<file path="src/rtl/div_issue_ctrl_pkg.sv">
// Shared encodings and constants for the divider issue controller.
package div_issue_ctrl_pkg;

  typedef enum logic [1:0] {
    DIVC_IDLE = 2'b00,
    DIVC_BUSY = 2'b01,
    DIVC_DONE = 2'b10
  } divc_state_e;

  localparam logic        DIVSTART          = 1'b1;
  localparam logic        DIVSTOP           = 1'b0;
  localparam logic        DIVRESULTREADY    = 1'b1;
  localparam logic        DIVRESULTNOTREADY = 1'b0;
  localparam logic [31:0] ZEROWORD          = 32'h0000_0000;

  localparam int          BUSY_CNT_W   = 6;
  localparam logic [5:0]  BUSY_CNT_MAX = 6'd63;

endpackage

</file>
<file path="src/rtl/div_issue_ctrl.sv">
// EX-stage initiator for the multi-cycle divider: issues start/annul,
// holds operands for the whole operation, stalls the pipe until the
// result arrives and then presents the HI/LO write-back.
module div_issue_ctrl
  import div_issue_ctrl_pkg::*;
#(
  parameter int DATA_W      = 32,
  parameter int READY_GUARD = 2
) (
  input  logic                  clk,
  input  logic                  rst,
  input  logic                  div_req_i,
  input  logic                  div_signed_req_i,
  input  logic [DATA_W-1:0]     reg1_i,
  input  logic [DATA_W-1:0]     reg2_i,
  input  logic                  flush_i,
  input  logic                  stall_i,
  output logic                  div_start_o,
  output logic                  div_annul_o,
  output logic                  div_signed_o,
  output logic [DATA_W-1:0]     div_opdata1_o,
  output logic [DATA_W-1:0]     div_opdata2_o,
  input  logic [2*DATA_W-1:0]   div_result_i,
  input  logic                  div_ready_i,
  output logic                  stallreq_o,
  output logic                  hilo_we_o,
  output logic [DATA_W-1:0]     hi_o,
  output logic [DATA_W-1:0]     lo_o
);

  // Guard threshold in counter width; ready seen earlier is a leftover
  // from an annulled operation and must be ignored.
  localparam logic [BUSY_CNT_W-1:0] GUARD_CNT = BUSY_CNT_W'(READY_GUARD);

  divc_state_e             state_q;
  divc_state_e             state_d;
  logic [BUSY_CNT_W-1:0]   busy_cnt_q;
  logic                    signed_q;
  logic [DATA_W-1:0]       op1_q;
  logic [DATA_W-1:0]       op2_q;
  logic [DATA_W-1:0]       hi_q;
  logic [DATA_W-1:0]       lo_q;
  logic                    issue;
  logic                    accept;

  assign issue  = (state_q == DIVC_IDLE) & div_req_i & ~flush_i;
  assign accept = (state_q == DIVC_BUSY) & ~flush_i
                & (div_ready_i == DIVRESULTREADY)
                & (busy_cnt_q >= GUARD_CNT);

  // Operands come straight from the latches so they never move while busy
  assign div_signed_o  = signed_q;
  assign div_opdata1_o = op1_q;
  assign div_opdata2_o = op2_q;

  // Write-back values are only visible while the result is being presented
  assign hi_o = (state_q == DIVC_DONE) ? hi_q : ZEROWORD;
  assign lo_o = (state_q == DIVC_DONE) ? lo_q : ZEROWORD;

  // State register
  always_ff @(posedge clk or negedge rst) begin
    if (!rst) begin
      state_q <= DIVC_IDLE;
    end else begin
      state_q <= state_d;
    end
  end

  // Busy-cycle counter: cleared while idle, counts up saturating while busy
  always_ff @(posedge clk or negedge rst) begin
    if (!rst) begin
      busy_cnt_q <= '0;
    end else if (state_q == DIVC_IDLE) begin
      busy_cnt_q <= '0;
    end else if ((state_q == DIVC_BUSY) && (busy_cnt_q != BUSY_CNT_MAX)) begin
      busy_cnt_q <= busy_cnt_q + 1'b1;
    end
  end

  // Capture operands and signedness at issue; the divider re-reads them at fix-up
  always_ff @(posedge clk or negedge rst) begin
    if (!rst) begin
      signed_q <= 1'b0;
      op1_q    <= ZEROWORD;
      op2_q    <= ZEROWORD;
    end else if (issue) begin
      signed_q <= div_signed_req_i;
      op1_q    <= reg1_i;
      op2_q    <= reg2_i;
    end
  end

  // Capture {remainder, quotient} when an acceptable ready arrives
  always_ff @(posedge clk or negedge rst) begin
    if (!rst) begin
      hi_q <= ZEROWORD;
      lo_q <= ZEROWORD;
    end else if (accept) begin
      hi_q <= div_result_i[2*DATA_W-1:DATA_W];
      lo_q <= div_result_i[DATA_W-1:0];
    end
  end

  // Next-state and handshake outputs; flush outranks ready and stall
  always_comb begin
    state_d     = state_q;
    div_start_o = DIVSTOP;
    div_annul_o = 1'b0;
    stallreq_o  = 1'b0;
    hilo_we_o   = 1'b0;
    case (state_q)
      DIVC_IDLE: begin
        // rst gating keeps the combinational stall request quiet in reset
        stallreq_o = rst & div_req_i & ~flush_i;
        if (issue) begin
          state_d = DIVC_BUSY;
        end
      end
      DIVC_BUSY: begin
        stallreq_o = 1'b1;
        if (flush_i) begin
          div_annul_o = 1'b1;
          state_d     = DIVC_IDLE;
        end else begin
          div_start_o = DIVSTART;
          if (accept) begin
            state_d = DIVC_DONE;
          end
        end
      end
      DIVC_DONE: begin
        // start low here lets the divider fall back to free before any reissue
        hilo_we_o = ~flush_i;
        if (flush_i) begin
          state_d = DIVC_IDLE;
        end else if (stall_i) begin
          state_d = DIVC_DONE;
        end else begin
          state_d = DIVC_IDLE;
        end
      end
      default: begin
        state_d = DIVC_IDLE;
      end
    endcase
  end

endmodule
</file>
<file path="config.mk">
export PLATFORM = sky130hd
export DESIGN_NAME = div_issue_ctrl
export DESIGN_NICKNAME = d
export VERILOG_FILES = /design/src/rtl/div_issue_ctrl_pkg.sv /design/src/rtl/div_issue_ctrl.sv
export SDC_FILE = /design/constraint.sdc
export NUM_CORES = 1
export LEC_CHECK = 0
export ABC_CLOCK_PERIOD_IN_PS = 4000
export BUFFER_PORTS_ARGS = -buffer_cell sky130_fd_sc_hd__clkbuf_2
export CORE_MARGIN = 1.5
export CORE_UTILIZATION = 51
export CTS_CLUSTER_SIZE = 12
export DETAILED_ROUTE_END_ITERATION = 10
export PLACE_DENSITY_LB_ADDON = 0.12
export SLEW_MARGIN = 20
export SYNTH_ARGS = -nofsm -noshare
export SYNTH_HDL_FRONTEND = slang
export SYNTH_SLANG_ARGS = --single-unit
</file>
<file path="constraint.sdc">
create_clock -name clk -period 4 [get_ports clk]
set_clock_uncertainty 0.05 [all_clocks]
set_input_delay 0.8 -clock clk [delete_from_list [all_inputs] [get_ports clk]]
set_output_delay 0.8 -clock clk [all_outputs]
set_load 0.02 [all_outputs]
</file>
==> results.cfg, run 1 <==
[detailed_routing]
routedWlPerCell_um = 16.1
viasPerCell = 4.92
drc = 0
postRouteAntennaNets = 0
drtIter0Drc = 256
firstDrtPassIters = 4
drt_wl_total_um = 13300
num_vias = 4063

[logic_synthesis]
syn_area_um2 = 5940
synthTopCellsByArea = dfrtp_1 58%, mux2_2 15%, mux2_4 12%
async_reset_ff_frac = 1.00
synth-edff-count = 0
synth-seq-area-share = 0.577
yosys.area.top_type = dfrtp_1
synth_most_common_cell = dfrtp_1
synth.avg_cell_area_um2 = 14.8
synth_common_cells = 137 x dfrtp_1, 80 x mux2_2, 66 x and2_1
synthCells = 401
yosysWarnings = 0
syn_nets = 538
ys_types = 29
synth_top_area_share = 0.577
synth.ff_latch_count = 137
synthFlopType = dfrtp_1

[floorplanning]
num_rows = 39
dieHeight_um = 111
initial_core_util = 0.522
core_area_um2 = 11400
fp.dieW_um = 111
io_pins = 268
die_area_um2 = 12300

[power]
switchingPower_uw = 1350
p_int_uw = 3570
p_sw_frac = 0.275
p_per_area_nw_per_um2 = 620
p_seq_frac = 0.439
p_comb_frac = 0.247
irDropWorstVdd_mv = 0.374
fin_total_pwr_uw = 4920
leakagePower_uw = 0.00411
pwr-share-clk = 0.314

[critical_path]
critPathKind = register to primary output
path_buf_inv = 3
cp-end-kind = primary output
critPathRequiredTime_ns = 3.15
worstSetupStartpointType = register
crit_slowest_cell = nor2_4
r2r_slack_ns = 1.87
path_cells = inv_1 > nor2_4 > buf_4 > and2_1 > clkbuf_2
worstPathArrival_ns = 2.37
crit_cells = 5
r2r-start = state_q[0]
cp_slowest_stage_delay_ns = 0.53
path_max_fanout = 35
rr_endpoint = lo_q[6]
startpoint = state_q[1]
crit_family = buffers and inverters
reg2regPathDepth = 4
crit_end = lo_o[26]

[clock_network]
cts_root_buf = clkbuf_16
tritoncts = built
cts_hold_buf = 0
cts_setup_buffers = 0
clockBufferDepth = 2
postCtsResizedCells = 0
cts_num_sinks = 137
cts_buffers = 17
cts-htree-levels = 4
clk_latency_ns = 0.41
clk_pin_slew_ns = 0.06

[placed_design]
place.gp.congestion = 0.894
dpl.hpwl_um = 9580
port_buffers = 267

[global_route]
antenna_found_initial = 0
grt_start_max_net_pins = 67
grt_pass1_vias = 4259
track_usage = 0.224
grt-ovfl-total = 0
grt_pass1_wl_um = 21500

[timing]
grt_setup_unrepaired = false
fmax_mhz = 311
relSlewSlack = 0.457
whs_ns = 0.212
slew_viol_final = 0
worst_pin_slew_ns = 0.814
tns_ns = 0
fin_crit_ns = 3.22
hold_viol_final = 0
setup_viol = 0
min_period_over_period = 0.805

[finish]
diodes = 0
areaGrowthSynthToFinish_pct = 33.7
num-nets-final = 807
drive_gt1_frac = 0.639
fin_util = 0.699

[hold_path]
min_path_type = input port to asynchronous set/reset pin

[job]
maxCapViolations = 0

[status]
status = complete, no violations
==> layout make-up <==
class	count	area (um2)
timing repair buffer	273	1390
sequential	137	3430
clock inverter	10	125
multi-input combinational	237	2350
tap	143	179
fill	820	3430
clock buffer	21	460
inverter	4	15.0
==> routing by layer <==
metal  share of wire  vias to the layer above  track usage  wire length, um
met5               0                        -            0                0
met4           0.027                        0        0.109              356
met3           0.079                       28       0.0760             1050
met2            0.49                      190        0.360             6520
met1            0.40                     1932        0.270             5340
li1                -                     1913            -                -
==> sequential cells by signal, summed over array words and instances (netlist names) <==
| signal | count |
|---|---|
| div_opdata1_o | 32 |
| div_opdata2_o | 32 |
| busy_cnt_q | 6 |
| state_q | 2 |
| div_signed_o | 1 |
| hi_q | 32 |
| lo_q | 32 |
==> per-stage QoR <==
stage	instances	setup slack [ns]	instance area (um2)
5_1_grt	825	0.572	7940
6_report	825	0.781	7940
2_1_floorplan	401	1.49	5940
3_5_place_dp	794	1.19	7360
3_3_place_gp	794	1.32	7360
4_1_cts	825	0.757	7940
==> cell usage in the layout (no fill, tap or decap), drive strengths merged, types with 3 or more instances in the layout <==
cell and instances:
clkbuf 287, nand2 6, bufinv 3, dfrtp 137, inv 4, nor2 6
and2 66, nand4 4, a21oi 4, clkinv 7, buf 7, mux2 129
==> power groups by stage <==
stage | clock network (uW) | logic [uW] | registers [uW]
after floorplan | 0 | 656 | 2300
after global placement | 0 | 1200 | 2160
after detailed placement | 0 | 1230 | 2170
after CTS | 1580 | 1240 | 2170
after global routing | 1640 | 1310 | 2220
final | 1540 | 1220 | 2160
==> cell families (layout without fill, tap and decap cells) <==
kind of cell | Yosys count | in the layout | share of synthesized area
DFF | 137 | 137 | 0.577
muxes | 129 | 129 | 0.276
and+or+nand+nor | 92 | 92 | 0.0973
buffers and inverters | 27 | 308 | 0.0305
AOI/OAI and AO/OA | 14 | 14 | 0.0152
adders and majority gates | 2 | 2 | 0.00421
==> worst min-delay path by stage <==
stage	cells after the start	slack (ns)	to	start
4_1_cts	1	0.21	div_opdata1_o[29]	rst
3_5_place_dp	1	0.43	lo_q[22]	lo_q[22]
5_1_grt	1	0.22	div_opdata1_o[29]	rst
2_1_floorplan	1	0.42	hi_q[31]	hi_q[31]
6_report	1	0.21	div_opdata1_o[29]	rst
3_3_place_gp	1	0.43	lo_q[10]	lo_q[10]
Note: power is estimated with default switching activity, not from simulation.
==> run 2: changes to the inputs <==
--- a/config.mk
+++ b/config.mk
@@ -5,10 +5,10 @@
 export SDC_FILE = /design/constraint.sdc
 export NUM_CORES = 1
 export LEC_CHECK = 0
-export ABC_CLOCK_PERIOD_IN_PS = 4000
+export ABC_CLOCK_PERIOD_IN_PS = 3300
 export BUFFER_PORTS_ARGS = -buffer_cell sky130_fd_sc_hd__clkbuf_2
 export CORE_MARGIN = 1.5
-export CORE_UTILIZATION = 51
+export CORE_UTILIZATION = 47
 export CTS_CLUSTER_SIZE = 12
 export DETAILED_ROUTE_END_ITERATION = 10
 export PLACE_DENSITY_LB_ADDON = 0.12
==> constraint.sdc (replaced) <==
create_clock -name clk -period 3.3 [get_ports clk]
set_clock_uncertainty 0.05 [all_clocks]
set_input_delay 0.66 -clock clk [delete_from_list [all_inputs] [get_ports clk]]
set_output_delay 0.66 -clock clk [all_outputs]
set_load 0.02 [all_outputs]
==> results.cfg, run 2 (same netlist as run 1, synthesis figures left out) <==
[status]
status = complete, no violations

[finish]
seqCellArea_um2 = 3430
mostFrequentLayoutCell = clkbuf_2
diodes = 0
multi_input_area_um2 = 2350
stdcell_area_um2 = 7990
areaGrowthSynthToFinish_pct = 34.6
fillers = 975
num-nets-final = 808
layout_common_cells = 266 x clkbuf_2, 137 x dfrtp_1, 80 x mux2_2
drive_gt1_frac = 0.640

[global_route]
grt_pass1_vias = 4190
grt_pass1_wl_um = 21000
track_usage = 0.207
antenna_found_initial = 0
grt-ovfl-total = 0
grt_start_max_net_pins = 75

[timing]
worst_pin_slew_ns = 0.933
slew_viol_final = 0
setup_viol = 0
relSlewSlack = 0.378
tns_ns = 0
whs_ns = 0.374
fmax_mhz = 348
grt_setup_unrepaired = false
fin_crit_ns = 2.88
min_period_over_period = 0.871
hold_viol_final = 0

[floorplanning]
io_pins = 268
num_rows = 40
core_area_um2 = 12200
die_area_um2 = 13300
initial_core_util = 0.488
dieHeight_um = 115
fp.dieW_um = 115

[power]
p_per_area_nw_per_um2 = 737
irDropWorstVdd_mv = 0.391
leakagePower_uw = 0.00411

[detailed_routing]
drc = 0
num_vias = 4117
viasPerCell = 4.84
routedWlPerCell_um = 15.9
postRouteAntennaNets = 0
drtIter0Drc = 244
drt_wl_total_um = 13500
firstDrtPassIters = 4

[clock_network]
tritoncts = built
cts_buffers = 17
clockBufferDepth = 2
cts-htree-levels = 4
cts_root_buf = clkbuf_16
cts_setup_buffers = 0
clk_pin_slew_ns = 0.06
cts_hold_buf = 0
cts_num_sinks = 137
clk_latency_ns = 0.41
postCtsResizedCells = 0

[critical_path]
r2r_slack_ns = 1.10
r2r-start = state_q[0]
startpoint = state_q[1]
reg2regPathDepth = 4
rr_endpoint = lo_q[0]
cp-end-kind = primary output
worstSetupStartpointType = register
worstPathArrival_ns = 2.17
critPathKind = register to primary output
path_max_fanout = 65
critPathRequiredTime_ns = 2.59

[hold_path]
min_path_type = input port to asynchronous set/reset pin

[job]
maxCapViolations = 0

[placed_design]
port_buffers = 267
dpl.hpwl_um = 9740
place.gp.congestion = 0.821
postPlaceCellArea_um2 = 7420
[run 2: worst max path at each step]
stage | end | depth (start not counted)
2_1_floorplan | stallreq_o | 5
3_3_place_gp | lo_o[0] | 5
3_5_place_dp | div_opdata1_o[23] | 4
4_1_cts | lo_o[0] | 5
5_1_grt | lo_o[0] | 5
6_report | lo_o[0] | 5
[run 2: final cells by class]
cell class / instances / area share
Inverter: 4 / 0.00188
Tap cell: 168 / 0.0263
Timing Repair Buffer: 274 / 0.178
Multi-Input combinational cell: 237 / 0.294
Clock buffer: 22 / 0.0593
Sequential cell: 137 / 0.429
Clock inverter: 9 / 0.0122
[run 2: power breakdown]
group / total, uW / internal (uW) / switching (uW)
Sequential: 2600 / 2280 / 316
Combinational: 1480 / 833 / 644
Clock: 1820 / 1160 / 659
Total: 5890 / 4270 / 1620
[run 2: worst max-delay path, stage by stage (launching register included)]
cell and delay [ns]:
dfrtp_1 0.54, inv_1 0.21, nor2_4 0.13, buf_4 0.43
and2_1 0.23, clkbuf_2 0.18
[run 2: routing by layer]
metal / global-route usage / share of wire / vias up
met5: 0 / 0 / -
met2: 0.338 / 0.49 / 177
met4: 0.0724 / 0.012 / 0
met1: 0.249 / 0.40 / 2003
met3: 0.0832 / 0.091 / 12
li1: - / - / 1925
[run 2: through the flow]
step	total power [uW]	worst slack (ns)	util	instances
2_1_floorplan	3590	1.07	-	401
3_3_place_gp	4040	0.879	0.610	820
3_5_place_dp	4110	0.871	0.610	820
4_1_cts	5970	0.422	0.657	851
5_1_grt	6220	0.265	0.657	851
6_report	5890	0.425	0.657	851
==> run 3: changes to the inputs <==
--- a/config.mk
+++ b/config.mk
@@ -6,7 +6,7 @@
 export NUM_CORES = 1
 export LEC_CHECK = 0
 export ABC_CLOCK_PERIOD_IN_PS = 3300
-export BUFFER_PORTS_ARGS = -buffer_cell sky130_fd_sc_hd__clkbuf_2
+export BUFFER_PORTS_ARGS = -buffer_cell sky130_fd_sc_hd__buf_2
 export CORE_MARGIN = 1.5
 export CORE_UTILIZATION = 47
 export CTS_CLUSTER_SIZE = 12
==> results.cfg, run 3 (same netlist as run 1, synthesis figures left out) <==
[timing]
fmax_mhz = 349
slew_viol_final = 0
relSlewSlack = 0.376
grt_setup_unrepaired = false
hold_viol_final = 0
worst_pin_slew_ns = 0.935
min_period_over_period = 0.869
fin_crit_ns = 2.87
setup_viol = 0
tns_ns = 0

[floorplanning]
initial_core_util = 0.488
die_area_um2 = 13300
io_pins = 268
core_area_um2 = 12200
dieHeight_um = 115
num_rows = 40
fp.dieW_um = 115

[detailed_routing]
firstDrtPassIters = 4
routedWlPerCell_um = 15.8
drt_wl_total_um = 13400
drtIter0Drc = 149
viasPerCell = 4.88
num_vias = 4149
postRouteAntennaNets = 0
drc = 0

[clock_network]
cts_setup_buffers = 0
cts_hold_buf = 0
postCtsResizedCells = 0
tritoncts = built
clk_latency_ns = 0.41
cts_buffers = 17
cts_root_buf = clkbuf_16
clockBufferDepth = 2
cts-htree-levels = 4
clk_pin_slew_ns = 0.05
cts_num_sinks = 137

[critical_path]
path_max_fanout = 65
cp-end-kind = primary output
reg2regPathDepth = 3
critPathRequiredTime_ns = 2.59
worstPathArrival_ns = 2.16
startpoint = state_q[1]
worstSetupStartpointType = register
rr_endpoint = div_opdata1_o[15]
r2r_slack_ns = 1.15
critPathKind = register to primary output
r2r-start = state_q[0]
crit_end = lo_o[0]

[global_route]
grt-ovfl-total = 0
grt_start_max_net_pins = 75
antenna_found_initial = 0
track_usage = 0.205
grt_pass1_wl_um = 21000
grt_pass1_vias = 4253

[finish]
layout_common_cells = 266 x buf_2, 137 x dfrtp_1, 80 x mux2_2
num-nets-final = 810
areaGrowthSynthToFinish_pct = 33.9
fillers = 978
diodes = 0
final_cells = 850
drive_gt1_frac = 0.636
mostFrequentLayoutCell = buf_2

[placed_design]
dpl.hpwl_um = 9670
port_buffers = 267
place.gp.congestion = 0.827
place_inst = 822

[hold_path]
min_path_type = input port to asynchronous set/reset pin

[job]
maxCapViolations = 0

[power]
leakagePower_uw = 0.00411
p_per_area_nw_per_um2 = 714
irDropWorstVdd_mv = 0.390

[status]
status = complete, no violations
-- run 3: cell count changes in the layout (fill, tap and decap cells not counted), moves of 2 or more --
| cell | previous run | this run |
|---|---|---|
| buf_12 | 2 | 4 |
| clkbuf_1 | 2 | 4 |
| buf_2 | 0 | 266 |
| bufinv_16 | 2 | 0 |
| clkbuf_2 | 266 | 0 |
-- run 3: layout make-up --
class	count	area (um2)	area share
sequential	137	3430	0.431
multi-input combinational	237	2350	0.295
timing repair buffer	276	1460	0.184
clock buffer	23	468	0.0588
tap	168	210	0.0264
clock inverter	5	25.0	0.00315
inverter	4	15.0	0.00189
-- run 3: metal layers --
layer / track usage / vias to the layer above / wire length, um
met5: 0 / - / 0
met4: 0.0889 / 0 / 278
met3: 0.0701 / 21 / 1070
met2: 0.330 / 174 / 6490
met1: 0.252 / 2027 / 5590
li1: - / 1927 / -
-- run 3: worst min path at each step --
stage	from	to	slack, ns	depth (start not counted)
2_1_floorplan	rst	busy_cnt_q[0]	0.31	0
3_5_place_dp	lo_q[14]	lo_q[14]	0.44	1
4_1_cts	div_result_i[11]	lo_q[11]	0.41	2
6_report	rst	busy_cnt_q[2]	0.37	2
5_1_grt	div_result_i[28]	lo_q[28]	0.41	2
3_3_place_gp	lo_q[11]	lo_q[11]	0.43	1
-- run 3: power breakdown --
group	leakage [uW]	switching [uW]	internal, uW
sequential	0.00172	304	2280
clock	0.000248	637	974
combinational	0.00215	640	840
-- run 3: critical path, stage by stage, from the launching register on --
cell and delay (ns):
dfrtp_1 0.54, inv_1 0.21, nor2_4 0.13, buf_4 0.43, and2_1 0.22, buf_2 0.17
-- run 3: through the flow --
stage | total power (uW) | utilization | hold WS, ns | instance area (um2) | worst slack [ns]
floorplan | 3590 | - | 0.314 | 5940 | 1.07
global placement | 4030 | 0.614 | 0.432 | 7460 | 0.913
detailed placement | 4100 | 0.614 | 0.436 | 7460 | 0.896
CTS | 5760 | 0.654 | 0.411 | 7960 | 0.425
global route | 6000 | 0.654 | 0.410 | 7960 | 0.283
finish | 5680 | 0.654 | 0.368 | 7960 | 0.433
